**src/rtl/gpi_irq.sv**
```systemverilog
// General-purpose input block: per-channel two-flop sync, debounce and edge detection,
// with IN/IE/IP/IEV registers on the 5-bit CSR bus and a level interrupt output.
module gpi_irq #(
    parameter logic [4:0] BASE_ADDR = 5'h0,
    parameter int         NUM_GPIOS = 8,
    parameter int         DEBOUNCE  = 4
) (
    input  logic                 clk,
    input  logic                 rst,
    input  logic [4:0]           csr_a,
    input  logic [7:0]           csr_di,
    input  logic                 csr_we,
    output logic [7:0]           csr_do,
    input  logic [NUM_GPIOS-1:0] in,
    output logic                 irq
);

    localparam int CW = $clog2(DEBOUNCE + 1);
    localparam logic [CW-1:0] CNT_LAST = CW'(DEBOUNCE - 1);

    logic [NUM_GPIOS-1:0] s1_vec;
    logic [NUM_GPIOS-1:0] deb_vec;
    logic [NUM_GPIOS-1:0] acc_vec;

    generate
        for (genvar gi = 0; gi < NUM_GPIOS; gi++) begin : g_ch
            logic          s0_q, s0_d;
            logic          s1_q, s1_d;
            logic          deb_q, deb_d;
            logic [CW-1:0] cnt_q, cnt_d;
            logic          acc;

            // Any disagreement shorter than DEBOUNCE clocks restarts the count.
            always_comb begin
                s0_d  = in[gi];
                s1_d  = s0_q;
                deb_d = deb_q;
                cnt_d = cnt_q;
                acc   = 1'b0;
                if (s1_q == deb_q) begin
                    cnt_d = '0;
                end else if (cnt_q == CNT_LAST) begin
                    deb_d = s1_q;
                    cnt_d = '0;
                    acc   = 1'b1;
                end else begin
                    cnt_d = cnt_q + CW'(1);
                end
            end

            always_ff @(posedge clk) begin
                if (rst) begin
                    s0_q  <= 1'b0;
                    s1_q  <= 1'b0;
                    deb_q <= 1'b0;
                    cnt_q <= '0;
                end else begin
                    s0_q  <= s0_d;
                    s1_q  <= s1_d;
                    deb_q <= deb_d;
                    cnt_q <= cnt_d;
                end
            end

            assign s1_vec[gi]  = s1_q;
            assign deb_vec[gi] = deb_q;
            assign acc_vec[gi] = acc;
        end
    endgenerate

    logic [NUM_GPIOS-1:0] ie_q, ie_d;
    logic [NUM_GPIOS-1:0] ip_q, ip_d;
    logic [NUM_GPIOS-1:0] iev_q, iev_d;
    logic [NUM_GPIOS-1:0] wdata;
    logic [NUM_GPIOS-1:0] edge_set;
    logic                 csr_hit;

    assign csr_hit  = (csr_a[4:2] == BASE_ADDR[4:2]);
    assign wdata    = csr_di[NUM_GPIOS-1:0];
    // An accepted value equal to the IEV bit is exactly the selected edge.
    assign edge_set = acc_vec & ~(s1_vec ^ iev_q);

    always_comb begin
        ie_d  = ie_q;
        iev_d = iev_q;
        ip_d  = ip_q;
        if (csr_we && csr_hit) begin
            case (csr_a[1:0])
                2'd1:    ie_d  = wdata;
                2'd2:    ip_d  = ip_q & ~wdata;
                2'd3:    iev_d = wdata;
                default: ;
            endcase
        end
        // Applied after the W1C so a simultaneous set wins.
        ip_d = ip_d | edge_set;
    end

    always_ff @(posedge clk) begin
        if (rst) begin
            ie_q  <= '0;
            ip_q  <= '0;
            iev_q <= '0;
        end else begin
            ie_q  <= ie_d;
            ip_q  <= ip_d;
            iev_q <= iev_d;
        end
    end

    always_comb begin
        csr_do = 8'h00;
        if (csr_hit) begin
            case (csr_a[1:0])
                2'd0:    csr_do = 8'(deb_vec);
                2'd1:    csr_do = 8'(ie_q);
                2'd2:    csr_do = 8'(ip_q);
                default: csr_do = 8'(iev_q);
            endcase
        end
    end

    assign irq = |(ip_q & ie_q);

endmodule

```
**config.mk**
```make
export PLATFORM = sky130hd
export DESIGN_NAME = gpi_irq
export DESIGN_NICKNAME = d
export VERILOG_FILES = /design/src/rtl/gpi_irq.sv
export SDC_FILE = /design/constraint.sdc
export NUM_CORES = 1
export LEC_CHECK = 0
export CAP_MARGIN = 20
export CORE_ASPECT_RATIO = 1.25
export CORE_MARGIN = 2
export CORE_UTILIZATION = 45
export CTS_BUF_LIST = sky130_fd_sc_hd__clkbuf_8
export CTS_CLUSTER_DIAMETER = 30
export CTS_CLUSTER_SIZE = 25
export DETAILED_ROUTE_END_ITERATION = 8
export GPL_TIMING_DRIVEN = 0
export PLACE_DENSITY_LB_ADDON = 0.1
export SKIP_CTS_REPAIR_TIMING = 1
export SYNTH_ARGS = -nofsm -noshare
export SYNTH_HDL_FRONTEND = slang
export SYNTH_SLANG_ARGS = --single-unit
```
**constraint.sdc**
```tcl
create_clock -name clk -period 2.9 [get_ports clk]
set_input_delay 0.58 -clock clk [delete_from_list [all_inputs] [get_ports clk]]
set_output_delay 0.58 -clock clk [all_outputs]
set_load 0.05 [all_outputs]
```
Word-level counts from Yosys, hierarchy flattened

Cells that the tools add are included.

Flip-flop bits (word level): 72
Logic and storage cells: 119

Equal/unequal tests: 19
Reductions and logical operators: 22
Add/subtract/negate cells: 8
Bitwise gates (word level): 15
Multiplexer cells: 20

Operator list:

| operator                                       | count |
|---|---|
| adder 3 x 1 -> 3 bit (second input constant)   | 8 |
| bitwise AND 8 bit                              | 3 |
| == test 3 x 2 -> 1 bit (second input constant) | 8 |
| 2-to-1 mux 8 bit                               | 3 |
| case mux 8 bit (3 select lines)                | 1 |
| OR reduction 3 bit                             | 8 |
| AND reduction 2 bit                            | 10 |
| 2-to-1 mux 1 bit                               | 16 |
| inverter 8 bit                                 | 2 |
| == test 1 bit                                  | 8 |
| inverter 1 bit                                 | 8 |
| bitwise OR 8 bit                               | 1 |
| OR reduction 8 bit                             | 1 |
| bitwise XOR 8 bit                              | 1 |
| == test 2 bit (second input constant)          | 2 |
| zero test 3 bit                                | 1 |
| == test 2 x 1 -> 1 bit (second input constant) | 1 |
| zero test 2 bit                                | 1 |
| logical AND 1 bit                              | 1 |

Logic depth before layout (Yosys ltp)

Word-level depth: 5
Depth in mapped cells: 5
Gate-level depth less buffers: 4

Worst setup path before layout

OpenSTA, ideal clock, no wires.

Kind: input to output
Start: input csr_a[1]
End: output csr_do[1]
Path slack: 0.291 ns
Cell stages on the path: 4
Data required time: 2.320 ns
Path buffers: 2
Data arrival time: 2.029 ns
Cells stage by stage: buf_2 -> buf_1 -> mux4_2 -> nor2b_1

Cells in the longest elaborated chain, start to end: 3
Elaborated cells on any way between the ends: 5

RTL lines:

| what                                        | RTL line | source |
|---|---|---|
| from (decl)                                 | 10       | `input logic [4:0] csr_a,` |
| == test 2 bit, or another cell as far along | 114      | `case (csr_a[1:0])` |
| case mux 8 bit (3 select lines) (*)         | 114      |  |
| 2-to-1 mux 8 bit (*)                        | 113      | `if (csr_hit) begin` |
| to (decl)                                   | 13       | `output logic [7:0] csr_do,` |

Mark *: on every way between the ends. The rest lies on a longest branch, timed or not.

Worst setup path after layout

Start: input csr_a[3]
End: output csr_do[4]

Cells in the longest elaborated chain, start to end: 2

RTL lines:

| what             | RTL line | source |
|---|---|---|
| zero test 3 bit  | 78       | `assign csr_hit = (csr_a[4:2] == BASE_ADDR[4:2]);` |
| 2-to-1 mux 8 bit | 113      |  |

No other way between the ends.

==> results.toml <==
[outcome]
status = "complete, no violations"

[yosys]
synth_top_cell_by_area = "dfxtp_1"
synth.avg_cell_area_um2 = 10.3
ys_top_cells_by_count = "72 x dfxtp_1, 32 x nor2_1, 24 x mux2i_1, 24 x nand2b_1, 24 x nor2b_1"
synthesis.nets = 345
netlist_top_cells_area = "dfxtp_1 46%, mux2i_1 7.7%, ha_1 6.4%"
synthFlopType = "dfxtp_1"
synth_edf_count = 0
synthCells = 305
ys_warn_count = 0
async_flop_share_pct = 0
yosysTopAreaCellShare_pct = 46.1
yosysMostFrequentCell = "dfxtp_1"
synth_seq_area_share_pct = 46.1
syn_area_um2 = 3130
synth_seq_cells = 72
ys_types = 25

[finish]
filler_cell_count = 639
drive_above_1_share_pct = 10.6
area_growth_pct = 17.9
nets = 384
antenna_cells = 0
final_area_um2 = 3690
layoutNonFillerInstCount = 439

[sta]
fmax_ghz = 0.357
period_minus_slack_ns = 2.80
final-hold-violation-count = 0
skew_ns = 0.00703
slew_violations = 0
finalCritPeriodShare_pct = 96.7
rsz0062_at_grt = "no"
tns_ns = 0
worst_pin_slew_ns = 0.577
setup_viol = 0
relSlewSlack_pct = 61.5
fin_ws_ns = 0.0959

[power]
vdd_drop_max_uv = 335
powerDensity_nw_per_um2 = 523
p_leak_nw = 1.40

[worst_setup_path]
crit_path_end_kind = "output port"
rrSetupSlack_ns = 1.59
regToRegEndpoint = "g_ch[6].cnt_q[0]$_SDFF_PP0_"
critPathTopFamily = "buffers and inverters"
cp-start-kind = "input port"
worstPathRequired_ns = 2.32
cp_cell_sequence = "clkdlybuf4s50_1 > or3_1 > buf_6 > clkbuf_1 > nor2b_1 > clkbuf_2"
critical_path_class = "in -> out"
worst-path-max-fanout = 10
crit_buf_inv = 4
r2r_cells = 4
path_depth = 6
worstPathArrival_ns = 2.22
reg2reg_from = "g_ch[6].cnt_q[0]$_SDFF_PP0_"
crit_start = "csr_a[3]"
cp_slowest_stage_delay_ns = 0.39
crit_path_top_delay_cell = "clkdlybuf4s50_1"

[cts]
cts_buffer_depth = 2
tritoncts = "done"
numCtsBuffers = 9
clkSlewWorstSetupHoldPaths_ns = 0.07
clock-sinks = 72
htreeDepth = 3
clock_latency_ns = 0.35
cts-root-buf = "clkbuf_8"

[grt]
use_met2_pct = 30.0
met3_usage_pct = 4.37
grt_use_total_pct = 17.5
grt_max_degree = 13
grt_pass1_wl_um = 10100
antenna_found_initial = 0
busiest_layer = "met2"
grt.overflow.total = 0
grt_util_met1_pct = 20.3
grt_pass1_vias = 2114

[floorplanning]
die_h_um = 97.2
row_count = 34
ios = 33
die_w_um = 78.6
core_area_um2 = 6850
die_area_um2 = 7640
initial_utilization_pct = 45.7

[worst_hold_path]
min_to = "g_ch[3].cnt_q[0]$_SDFF_PP0_"
hold_start = "g_ch[3].cnt_q[0]$_SDFF_PP0_"
worstHoldPathCells = 1
hold_class = "reg -> reg"

[placement]
placedCellCount = 423
placed_area_um2 = 3520
pre_cts_slack_ns = -0.485
port_buffers = 28
gp_congestion = 0.783
dp_hpwl_um = 4450

[drt]
drt_iter0_drc = 107
first_pass_iters = 4
wl_per_cell_um = 14.0
drc_errors = 0
vias_per_cell = 4.99
antenna_left = 0
vias = 2189
drt-total-wl_um = 6160

[flow_run]
maxCapViolations = 0
[placed cells by master, fill, tap and decap left out, types with 4 or more instances in the layout]
cell / Yosys / layout
a21oi_1: 8 / 8
a22oi_1: 4 / 4
and3b_1: 8 / 8
buf_2: 2 / 4
clkbuf_1: 10 / 10
clkbuf_2: 0 / 6
clkbuf_8: 0 / 11
clkdlybuf4s50_1: 0 / 20
dfxtp_1: 72 / 72
ha_1: 16 / 16
inv_1: 16 / 16
mux2i_1: 24 / 24
mux4_2: 8 / 8
nand2b_1: 24 / 24
nand4b_1: 8 / 8
nor2_1: 32 / 32
nor2b_1: 24 / 24
nor3b_1: 8 / 8
o21ai_0: 16 / 16
or3_1: 9 / 9
xnor2_1: 8 / 8
[worst max-delay path by stage]
stage / end / slack (ns)
6_report: csr_do[4] / 0.1
5_1_grt: csr_do[2] / 0.002
4_1_cts: csr_do[7] / -0.48
3_5_place_dp: csr_do[7] / -0.48
3_3_place_gp: csr_do[7] / -0.49
2_1_floorplan: csr_do[1] / 0.29
[worst reg2reg max path, stage by stage, from the launching register on]
cell and delay, ns:
dfxtp_1 0.32, ha_1 0.20, ha_1 0.23, or3_1 0.42, nor2_1 0.10
[kinds of logic (layout without fill, tap and decap cells)]
family,count (synthesis),in the layout,synth area share [%]
multiplexers,32,32,13.4
AND/OR/NAND/NOR,118,118,22.8
adder cells (fa/ha/maj),16,16,6.40
XOR/XNOR,8,8,2.24
buffers and inverters,31,75,4.28
flip-flops,72,72,46.1
AO/OA/AOI/OAI,28,28,4.80
[flip-flops by register name, summed over array words and instances, names as in the netlist]
register    count
g_ch.cnt_q     24
g_ch.deb_q      8
g_ch.s0_q       8
g_ch.s1_q       8
ie_q            8
iev_q           8
ip_q            8
[cell type report]
| type | instances | area, µm² | share of cell area, % |
|---|---|---|---|
| well taps | 90 | 113 | 3.05 |
| plain buffers | 15 | 73.8 | 2.00 |
| inverters | 16 | 60.1 | 1.63 |
| clock buffers | 11 | 151 | 4.10 |
| flip-flops and latches | 72 | 1440 | 39.1 |
| clock inverters | 5 | 55.1 | 1.49 |
| repair buffers | 28 | 240 | 6.51 |
| multi-input cells | 202 | 1550 | 42.1 |
[metrics by stage]
stage / utilization [%] / hold slack [ns] / power [mW]
floorplan: - / 0.399 / 1.09
global placement: 51.4 / 0.407 / 1.14
detailed placement: 51.4 / 0.411 / 1.15
CTS: 54.4 / 0.422 / 1.96
global route: 53.9 / 0.434 / 2.01
finish: 53.9 / 0.419 / 1.93
[power by group]
group / internal, mW / switching [mW] / leakage, nW
logic: 0.0551 / 0.0524 / 0.711
registers: 1.00 / 0.00910 / 0.584
clock network: 0.441 / 0.367 / 0.101
total: 1.50 / 0.429 / 1.40
[routing by layer]
layer  part of all wire (%)  vias to the layer above
met5                      0                        -
met4                    1.9                        0
met3                    3.1                        7
met2                     52                       29
met1                     43                     1035
li1                       -                     1118
No activity file was read; power rests on OpenSTA's default activity.
